File: src/rtl/nclic_dispatch_pkg.sv
// Shared types for the nclic dispatch sequencer: index/priority widths,
// the saved-context payload and the dispatch FSM encoding.
package nclic_dispatch_pkg;

    localparam int unsigned IdxWidth  = 5;
    localparam int unsigned PrioWidth = 4;

    typedef logic [IdxWidth-1:0]  int_idx_t;
    typedef logic [PrioWidth-1:0] int_prio_t;

    // One saved interrupt context on the priority stack.
    typedef struct packed {
        int_idx_t  idx;
        int_prio_t prio;
    } nclic_ctx_t;

    typedef enum logic [1:0] {
        IDLE   = 2'd0,
        PEND   = 2'd1,
        ACTIVE = 2'd2
    } dispatch_state_t;

    // Strictly-greater priority test: equal priority never preempts.
    function automatic logic prio_beats(input int_prio_t cand, input int_prio_t ref_prio);
        return cand > ref_prio;
    endfunction

endpackage

File: src/rtl/nclic_prio_stack.sv
// LIFO of saved interrupt contexts.
// Ports: clk, rst_n (async active-low), push/pop (never both in one cycle),
//        push_data, top (0 when empty), count, full, empty.
module nclic_prio_stack
    import nclic_dispatch_pkg::*;
#(
    parameter int unsigned StackDepth = 8
) (
    input  logic                              clk,
    input  logic                              rst_n,
    input  logic                              push,
    input  logic                              pop,
    input  nclic_ctx_t                        push_data,
    output nclic_ctx_t                        top,
    output logic [$clog2(StackDepth+1)-1:0]   count,
    output logic                              full,
    output logic                              empty
);

    localparam int unsigned CntW  = $clog2(StackDepth + 1);
    localparam int unsigned AddrW = (StackDepth > 1) ? $clog2(StackDepth) : 1;

    nclic_ctx_t mem [StackDepth];

    assign full  = (count == CntW'(StackDepth));
    assign empty = (count == '0);
    assign top   = empty ? '0 : mem[AddrW'(count - CntW'(1))];

    // Storage needs no reset: entries above count are never read.
    always_ff @(posedge clk) begin
        if (push && !full) begin
            mem[AddrW'(count)] <= push_data;
        end
    end

    // Occupancy counter.
    always_ff @(posedge clk or negedge rst_n) begin
        if (!rst_n) begin
            count <= '0;
        end else if (push && !full) begin
            count <= count + CntW'(1);
        end else if (pop && !empty) begin
            count <= count - CntW'(1);
        end
    end

endmodule

File: src/rtl/nclic_dispatch.sv
// Sequencer between the nclic arbiter and the core trap interface.
// Qualifies the arbiter winner against the running priority, offers the
// vector with a take/ack handshake, clears the pending bit on acceptance,
// and tracks nesting on a priority stack (mret, tail-chaining).
// Ports: clk, reset (async active-low); arbiter i_int/i_idx/i_prio,
//        i_global_ie, i_vectors (flattened table, entry n at n*VecWidth);
//        offer o_take/o_tail/o_vector/o_idx, core i_ack/i_mret;
//        pending clear o_clr_we/o_clr_idx; status o_cur_prio/o_cur_idx,
//        o_depth, o_overflow (sticky).
module nclic_dispatch
    import nclic_dispatch_pkg::*;
#(
    parameter int unsigned NoInterrupts = 16,
    parameter int unsigned StackDepth   = 8,
    parameter int unsigned VecWidth     = 32
) (
    input  logic                              clk,
    input  logic                              reset,
    input  logic                              i_int,
    input  logic [IdxWidth-1:0]               i_idx,
    input  logic [PrioWidth-1:0]              i_prio,
    input  logic                              i_global_ie,
    input  logic [NoInterrupts*VecWidth-1:0]  i_vectors,
    output logic                              o_take,
    output logic                              o_tail,
    output logic [VecWidth-1:0]               o_vector,
    output logic [IdxWidth-1:0]               o_idx,
    input  logic                              i_ack,
    input  logic                              i_mret,
    output logic                              o_clr_we,
    output logic [IdxWidth-1:0]               o_clr_idx,
    output logic [PrioWidth-1:0]              o_cur_prio,
    output logic [IdxWidth-1:0]               o_cur_idx,
    output logic [$clog2(StackDepth+1)-1:0]   o_depth,
    output logic                              o_overflow
);

    localparam int unsigned CntW = $clog2(StackDepth + 1);

    dispatch_state_t       state_q, state_d;
    logic                  take_q, take_d;
    logic                  tail_q, tail_d;
    int_idx_t              off_idx_q, off_idx_d;
    int_prio_t             off_prio_q, off_prio_d;
    logic [VecWidth-1:0]   off_vec_q, off_vec_d;
    nclic_ctx_t            cur_q, cur_d;
    logic                  clr_we_q, clr_we_d;
    int_idx_t              clr_idx_q, clr_idx_d;
    logic                  ovf_q, ovf_d;
    logic                  latch_offer;

    logic                  push, pop;
    nclic_ctx_t            push_data, top;
    logic [CntW-1:0]       count;
    logic                  full, empty;

    logic [VecWidth-1:0]   win_vec;
    logic                  idx_ok, arb_ok, qual, tail_ok;

    nclic_prio_stack #(
        .StackDepth (StackDepth)
    ) u_stack (
        .clk       (clk),
        .rst_n     (reset),
        .push      (push),
        .pop       (pop),
        .push_data (push_data),
        .top       (top),
        .count     (count),
        .full      (full),
        .empty     (empty)
    );

    // Vector lookup for the current winner; out-of-range indices read 0.
    always_comb begin
        win_vec = '0;
        for (int unsigned i = 0; i < NoInterrupts; i++) begin
            if (32'(i_idx) == i) begin
                win_vec = i_vectors[i*VecWidth +: VecWidth];
            end
        end
    end

    assign idx_ok  = 32'(i_idx) < NoInterrupts;
    assign arb_ok  = i_int & i_global_ie & idx_ok;
    assign qual    = arb_ok & prio_beats(i_prio, cur_q.prio);
    // Tail-chain compares against the level we would return to.
    assign tail_ok = arb_ok & prio_beats(i_prio, top.prio);

    // Next-state and register-input logic.
    always_comb begin
        state_d     = state_q;
        take_d      = take_q;
        tail_d      = tail_q;
        off_idx_d   = off_idx_q;
        off_prio_d  = off_prio_q;
        off_vec_d   = off_vec_q;
        cur_d       = cur_q;
        clr_we_d    = 1'b0;
        clr_idx_d   = clr_idx_q;
        ovf_d       = ovf_q;
        push        = 1'b0;
        pop         = 1'b0;
        push_data   = cur_q;
        latch_offer = 1'b0;

        case (state_q)
            IDLE: begin
                if (qual) begin
                    state_d     = PEND;
                    take_d      = 1'b1;
                    tail_d      = 1'b0;
                    latch_offer = 1'b1;
                end
            end

            ACTIVE: begin
                if (i_mret) begin
                    if (tail_ok) begin
                        state_d     = PEND;
                        take_d      = 1'b1;
                        tail_d      = 1'b1;
                        latch_offer = 1'b1;
                    end else begin
                        pop     = 1'b1;
                        cur_d   = top;
                        state_d = (count == CntW'(1)) ? IDLE : ACTIVE;
                    end
                end else if (qual) begin
                    if (!full) begin
                        state_d     = PEND;
                        take_d      = 1'b1;
                        tail_d      = 1'b0;
                        latch_offer = 1'b1;
                    end else begin
                        ovf_d = 1'b1;
                    end
                end
            end

            PEND: begin
                if (i_ack) begin
                    // A tail offer reuses the slot of the handler it replaces.
                    state_d   = ACTIVE;
                    take_d    = 1'b0;
                    tail_d    = 1'b0;
                    push      = !tail_q;
                    cur_d     = '{idx: off_idx_q, prio: off_prio_q};
                    clr_we_d  = 1'b1;
                    clr_idx_d = off_idx_q;
                end else if (i_mret) begin
                    // Withdraw. Tail offer: finish the deferred pop. Normal
                    // offer: cur is still the running handler, so pop it.
                    // Both reduce to popping into cur when anything is stacked.
                    take_d = 1'b0;
                    tail_d = 1'b0;
                    if (!empty) begin
                        pop     = 1'b1;
                        cur_d   = top;
                        state_d = (count == CntW'(1)) ? IDLE : ACTIVE;
                    end else begin
                        state_d = IDLE;
                    end
                end
            end

            default: begin
                state_d = IDLE;
                take_d  = 1'b0;
                tail_d  = 1'b0;
            end
        endcase

        if (latch_offer) begin
            off_idx_d  = i_idx;
            off_prio_d = i_prio;
            off_vec_d  = win_vec;
        end
    end

    // State and output registers.
    always_ff @(posedge clk or negedge reset) begin
        if (!reset) begin
            state_q    <= IDLE;
            take_q     <= 1'b0;
            tail_q     <= 1'b0;
            off_idx_q  <= '0;
            off_prio_q <= '0;
            off_vec_q  <= '0;
            cur_q      <= '0;
            clr_we_q   <= 1'b0;
            clr_idx_q  <= '0;
            ovf_q      <= 1'b0;
        end else begin
            state_q    <= state_d;
            take_q     <= take_d;
            tail_q     <= tail_d;
            off_idx_q  <= off_idx_d;
            off_prio_q <= off_prio_d;
            off_vec_q  <= off_vec_d;
            cur_q      <= cur_d;
            clr_we_q   <= clr_we_d;
            clr_idx_q  <= clr_idx_d;
            ovf_q      <= ovf_d;
        end
    end

    assign o_take     = take_q;
    assign o_tail     = tail_q;
    assign o_vector   = off_vec_q;
    assign o_idx      = off_idx_q;
    assign o_clr_we   = clr_we_q;
    assign o_clr_idx  = clr_idx_q;
    assign o_cur_prio = cur_q.prio;
    assign o_cur_idx  = cur_q.idx;
    assign o_depth    = count;
    assign o_overflow = ovf_q;

endmodule

File: config.mk
export PLATFORM = sky130hd
export DESIGN_NAME = nclic_dispatch
export DESIGN_NICKNAME = d
export VERILOG_FILES = /design/src/rtl/nclic_dispatch_pkg.sv /design/src/rtl/nclic_prio_stack.sv /design/src/rtl/nclic_dispatch.sv
export SDC_FILE = /design/constraint.sdc
export NUM_CORES = 1
export LEC_CHECK = 0
export BUFFER_PORTS_ARGS = -buffer_cell sky130_fd_sc_hd__clkbuf_2
export CORE_AREA = 2 2 225 227
export CTS_BUF_LIST = sky130_fd_sc_hd__clkbuf_16
export DETAILED_ROUTE_END_ITERATION = 6
export DIE_AREA = 0 0 227 229
export PLACE_DENSITY = 0.47
export REMOVE_ABC_BUFFERS = 1
export SLEW_MARGIN = 10
export SYNTH_ARGS = -nofsm -noshare
export SYNTH_HDL_FRONTEND = slang
export SYNTH_SLANG_ARGS = --single-unit
File: constraint.sdc
create_clock -name clk -period 9.7 [get_ports clk]
set_input_delay 2.425 -clock clk [delete_from_list [all_inputs] [get_ports clk]]
set_output_delay 2.425 -clock clk [all_outputs]
set_load 0.05 [all_outputs]
== Word level (Yosys, flattened, before mapping) ==
Memory sizes are Yosys's and may differ from the RTL's.
Cells that the tools add are included.

* Flip-flop bits (word level): 65
* Latch bits: 0
* RAM bits: 72
* ROM bits: 0
* Input port bits: 527
* Output and inout bits: 59
* Memories: 1

{| class="wikitable"
|+ Memories
! name !! depth !! width !! rd ports !! clocked after Yosys merged registers in !! wr ports !! RTL line !! RTL
|-
| u_stack.mem || 8 || 9 || 1 || 0 || 1 || nclic_prio_stack.sv:23 || <nowiki>nclic_ctx_t mem [StackDepth];</nowiki>
|}

* Add/subtract/negate cells: 2
* $mul: 0
* Divide/modulo/power cells: 0
* $lt $le $gt $ge: 3
* Equality and inequality tests: 27
* Shifts and indexed selects: 0
* Multiplexer cells: 66
* Bitwise logic cells: 5
* Reduce and logical (&&, ||, !) cells: 15

{| class="wikitable"
|+ Operators with widths
! kind !! count
|-
| two-way mux 32 bit || 16
|-
| two-way mux 9 bit || 6
|-
| equality test 5 x 4 -> 1 bit (second input constant) || 8
|-
| two-way mux 1 bit || 27
|-
| equality test 5 x 3 -> 1 bit (second input constant) || 4
|-
| two-way mux 2 bit || 9
|-
| case mux 9 bit (2 select lines) || 1
|-
| inequality test 3 bit (second input constant) || 5
|-
| equality test 5 x 2 -> 1 bit (second input constant) || 2
|-
| AND reduction 5 bit || 2
|-
| > comparator 4 bit || 2
|-
| two-way mux 4 bit || 2
|-
| AND reduction 4 bit || 2
|-
| inequality test 2 bit (second input constant) || 3
|-
| case mux 1 bit (3 select lines) || 2
|-
| case mux 2 bit (3 select lines) || 1
|-
| equality test 5 x 1 -> 1 bit (second input constant) || 1
|-
| zero test 5 bit || 1
|-
| < comparator 5 bit (second input constant) || 1
|-
| adder 4 x 1 -> 4 bit (second input constant) || 1
|-
| AND 1 bit || 4
|-
| equality test 4 x 1 -> 1 bit (second input constant) || 1
|-
| equality test 4 bit (second input constant) || 1
|-
| zero test 4 bit || 1
|-
| other kinds (10) || 15
|}

== Depth between registers and ports, before layout ==
* Depth after elaboration: 17
* Gate-level depth with buffers: 17
* Depth with buffers taken out: 12

== Hierarchy ==
A second synthesis with hierarchy kept.

* Cell total of the unflattened synthesis: 1201
* Area, all modules: 10791.6 um^2

{| class="wikitable"
|+ By module, submodules not included
! module !! times used !! cells each !! area an instance (um^2) !! seq. area each (um^2)
|-
| nclic_dispatch || 1 || 1020 || 7634.8 || 1526.5
|-
| nclic_prio_stack || 1 || 181 || 3156.8 || 2262.2
|}

== Worst setup path before layout ==
OpenSTA, ideal clock, no wires.

* Path kind: reg-to-reg
* From: register u_stack.count[0]
* To: register off_idx_q[3], in the netlist o_idx[3]
* Setup time: 0.125 ns
* Data arrival time: 4.362 ns
* Required time: 9.575 ns
* Setup slack: 5.213 ns
* Cell stages (with the launch flop): 15
* Path buffers: 3
* Clock period less this slack: 4.487 ns
* Cell sequence: dfrtp_1 > buf_2 > buf_1 > inv_1 > ha_1 > xor2_1 > mux2_2 > nand2_1 > ha_1 > nor2b_1 > o211ai_1 > a211oi_1 > a211oi_2 > buf_2 > mux2_2

* Word-level cells in the longest chain between the ends: 8

{| class="wikitable"
|+ RTL lines
! element !! RTL line !! RTL
|-
| start: declaration || nclic_prio_stack.sv:15 || <nowiki>output logic [$clog2(StackDepth+1)-1:0] count,</nowiki>
|-
| start signal: assignment || nclic_prio_stack.sv:41 || <nowiki>count <= count + CntW'(1);</nowiki>
|-
| start signal: assignment || nclic_prio_stack.sv:43 || <nowiki>count <= count - CntW'(1);</nowiki>
|-
| subtractor 4 x 1 -> 4 bit || nclic_prio_stack.sv:27 || <nowiki>assign top = empty ? '0 : mem[AddrW'(count - CntW'(1))];</nowiki>
|-
| memory (8 x 9 bit) || -- ||
|-
| two-way mux 9 bit || nclic_prio_stack.sv:27 ||
|-
| > comparator 4 bit || nclic_dispatch_pkg.sv:25 || <nowiki>return cand > ref_prio;</nowiki>
|-
| AND 1 bit || nclic_dispatch.sv:88 || <nowiki>assign tail_ok = arb_ok & prio_beats(i_prio, top.prio);</nowiki>
|-
| two-way mux 1 bit || nclic_dispatch.sv:119 || <nowiki>if (tail_ok) begin</nowiki>
|-
| two-way mux 1 bit * || nclic_dispatch.sv:118 || <nowiki>if (i_mret) begin</nowiki>
|-
| case mux 1 bit (2 select lines) * || nclic_dispatch.sv:107 || <nowiki>case (state_q)</nowiki>
|-
| end signal: assignment || nclic_dispatch.sv:198 || <nowiki>off_idx_q <= off_idx_d;</nowiki>
|-
| end: declaration || nclic_dispatch.sv:43 || <nowiki>int_idx_t off_idx_q, off_idx_d;</nowiki>
|}

Every way passes the cells marked *; elsewhere a longest branch is shown, timed or not.
A chain may end at the register's enable or synchronous reset.

== Worst setup path after layout ==
* From: input port i_idx[2]
* To: register off_vec_q[8], in the netlist o_vector[8]

* Word-level cells in the longest chain between the ends: 17

{| class="wikitable"
|+ RTL lines
! element !! RTL line !! RTL
|-
| start: declaration || nclic_dispatch.sv:20 || <nowiki>input logic [IdxWidth-1:0] i_idx,</nowiki>
|-
| zero test 5 bit || nclic_dispatch.sv:78 || <nowiki>if (32'(i_idx) == i) begin</nowiki>
|-
| two-way mux 32 bit (16 in series) || nclic_dispatch.sv:78 ||
|-
| end signal: assignment || nclic_dispatch.sv:200 || <nowiki>off_vec_q <= off_vec_d;</nowiki>
|-
| end: declaration || nclic_dispatch.sv:45 || <nowiki>logic [VecWidth-1:0] off_vec_q, off_vec_d;</nowiki>
|}

Several ways; a longest one is shown, not always the timed one.

==> impl_metrics.yaml <==
run_status:
  status: "complete, but fails checks"
  violations: "DRC"
place:
  place_ws_ps: 3610
  io_buffer_count: 585
  place_area_um2: 14200
  hpwlAfterDp_mm: 60.6
  dp.cells: 2371
  gp_congestion: 0.951
route:
  ant_nets: 0
  vias: 13100
  drtIter0Drc: 1440
  route.detailed.drc: 5
  wl_per_cell_um: 30.8
  via_per_inst: 5.38
  drt-pass1-iter-count: 7
  routed_wl_mm: 75.0
flow_run:
  cap_viol_max_count: 0
floorplanning:
  die_w_um: 227
  die_y_um: 229
  start_util_pct: 21.5
  design.die.area_um2: 52000
  io_pins: 586
  core_um2: 49700
  num_rows: 82
synth:
  ys_seq_area_share_pct: 35.4
  muxShareOfSynthArea_pct: 10.6
  yosys_warnings: 0
  ys_ff_latch: 137
  synth_ff_type: "edfxtp_1"
  synth-compound-area-share_pct: 29.0
  async_flop_share_pct: 47.4
  yosys.area_share.xor_xnor_pct: 0.328
  synth_fa_ha_area_share_pct: 1.75
  synth_area_um2: 10700
  synth_edf_count: 72
  synth_cell_types: 75
  synthCells: 1200
  yosys.area_share.simple_pct: 17.4
  synth_top_family_by_area: "compound AO/OA/AOI/OAI gates"
  syn_avg_cell_area_um2: 8.91
power_and_ir_drop:
  ir_worst_vdd_uv: 114
  p_leak_uw: 0.00655
  power_density_nw_per_um2: 216
sta:
  skew_ps: 14.0
  setup_viol: 0
  fin_ws_ps: 3950
  max_slew_margin_pct: 17.6
  finalCritPeriodShare_pct: 59.3
  min_period_ps: 5750
  fmax_mhz: 174
  slew_viol_final: 0
  hold_violations: 0
  tightest_slew_ps: 1230
  rsz0062_at_grt: "false"
  fin_setup_tns_ps: 0
global_routing:
  grt_start_max_net_pins: 92
  overflow: 0
  antenna_found_initial: 48
  grt_usage_pct: 28.2
  grt_pass1_wl_mm: 102
  grt_pass1_vias: 13000
final_layout:
  finish.utilization_pct: 29.9
  finalInstanceArea_um2: 14800
  layout.nets: 2260
  area_growth_pct: 38.7
  drive_gt1_share_pct: 41.8
  final_cells: 2434
critical_path:
  reg2regPathDepth: 13
  path_class: "in -> reg"
  ff2ff_setup_slack_ps: 4430
  cp.arrival_ps: 6080
  rr_startpoint: "u_stack.count[0]"
  rr_endpoint: "o_idx[3]"
  crit_path_end_kind: "register"
  cp-start-kind: "input port"
  cp_max_fo: 35
  cp.required_ps: 10030
cts:
  cts_resized: 0
  clk_pin_slew_ps: 80
  cts-root-buf: "clkbuf_16"
  post_cts_buffers: 0
  cts_buffer_depth: 2
  clk_latency_ps: 440
  ctsHoldBuffers: 0
  h-tree-depth: 4
  cts.sinks: 137
  cts_buffers: 17
  cts_tree: "yes"
min_path:
  hold_end: "o_clr_idx[3]"
  worstHoldPathCells: 2
  min_from: "o_clr_idx[3]"
  min_path_type: "reg -> reg"
power by group:
part | switching [uW] | total (uW) | leakage (uW) | internal (uW)
Sequential | 157 | 960 | 0.00147 | 803
Combinational | 1050 | 1590 | 0.00480 | 540
Clock | 298 | 656 | 0.000279 | 359
flip-flops by register name, summed over array words and instances (netlist names):
register	flops
state_q	2
off_prio_q	4
u_stack.count	4
o_clr_idx	5
o_vector	32
o_take	1
o_cur_idx	5
o_overflow	1
o_idx	5
o_clr_we	1
o_tail	1
u_stack.mem	72
o_cur_prio	4
layer usage:
layer / global-route usage, % / up-vias / wire length [um]
met1: 38.5 / 6496 / 31900
li1: - / 5751 / -
met4: 9.58 / 16 / 1690
met3: 6.61 / 97 / 6810
met5: 0 / - / 94
met2: 43.5 / 743 / 34400
area by class of cell:
cell class,instances,area (um^2)
Clock inverter,15,144
Sequential cell,137,3790
Clock buffer,17,425
Timing Repair Buffer,608,3110
Tap cell,672,841
Multi-Input combinational cell,931,6360
Antenna cell,31,77.6
Fill cell,5484,34800
Inverter,23,86.3
logic make-up after synthesis:
kind of cell | after synthesis
buf+inv | 132
simple gates | 369
mux | 84
fa+ha+maj | 15
compound gates | 459
xor+xnor | 4
flops | 137
through the flow:
step / total power, uW / hold WS [ps]
after global placement: 2560 / 460
after floorplan: 1940 / 450
after detailed placement: 2570 / 464
after CTS: 3230 / 481
final: 3210 / 473
after global routing: 3380 / 518
critical path: stages:
cell	delay [ps]
clkbuf_2	390
buf_4	430
nor3b_4	800
nand2_1	620
buf_4	380
o22a_1	230
a221o_1	320
o32ai_1	310
a2bb2oi_1	110
Yosys cell counts (11+ instances only):
cell type	instances	area share, %
nand2_1	111	3.9
a21oi_1	106	5.0
o21ai_0	85	4.0
nor2_1	78	2.7
edfxtp_1	72	20
dfrtp_1	65	15
clkbuf_1	49	1.7
buf_2	46	2.2
o22ai_1	35	2.0
a22o_1	34	2.8
mux2_2	33	3.5
mux2i_1	31	2.9
a221oi_1	30	2.5
nor2b_1	30	1.8
a211oi_1	23	1.6
nand3_1	23	1.1
inv_1	22	0.77
o221ai_1	22	1.8
nor3_1	21	0.98
mux4_2	20	4.2
nor4_1	18	1.1
a22oi_1	17	1.2
a31oi_1	16	0.94
nand2b_1	16	0.94
ha_1	15	1.8
a21o_1	13	0.91
o32ai_1	11	0.90
cell usage in the layout (no fill, tap or decap), types with 8 or more instances in the layout:
cell,Yosys,final
o32ai_1,11,11
nor4_1,18,18
o22ai_1,35,35
and3_1,10,10
diode_2,0,31
a221oi_1,30,30
edfxtp_1,72,72
o211ai_1,10,10
ha_1,15,15
o21ai_0,85,85
a31oi_1,16,16
o31ai_1,8,8
inv_1,22,23
mux2_2,33,33
a211oi_1,23,23
nor2_1,78,76
mux2i_1,31,31
a22oi_1,17,17
a21o_1,13,13
a21oi_1,106,106
nor3_1,21,18
or3_1,9,9
nor2b_1,30,26
nand2b_1,16,16
dfrtp_1,65,65
nand3_1,23,23
buf_4,8,25
o221ai_1,22,22
a22o_1,34,34
mux4_2,20,20
nand2_1,111,111
nand4_1,8,8
clkbuf_2,1,582
o2bb2ai_1,8,8
clkbuf_16,0,17
worst max path at each step:
stage | from | end | slack [ps] | depth (start not counted)
after CTS | i_idx[2] | o_vector[8] | 4100 | 9
after global routing | i_idx[2] | o_vector[19] | 3910 | 9
after global placement | i_idx[2] | o_vector[8] | 3700 | 9
after floorplan | u_stack.count[0] | o_idx[3] | 3400 | 11
after detailed placement | i_idx[2] | o_vector[8] | 3610 | 9
final | i_idx[2] | o_vector[8] | 3950 | 9
Power figures use the tool's default switching activity.
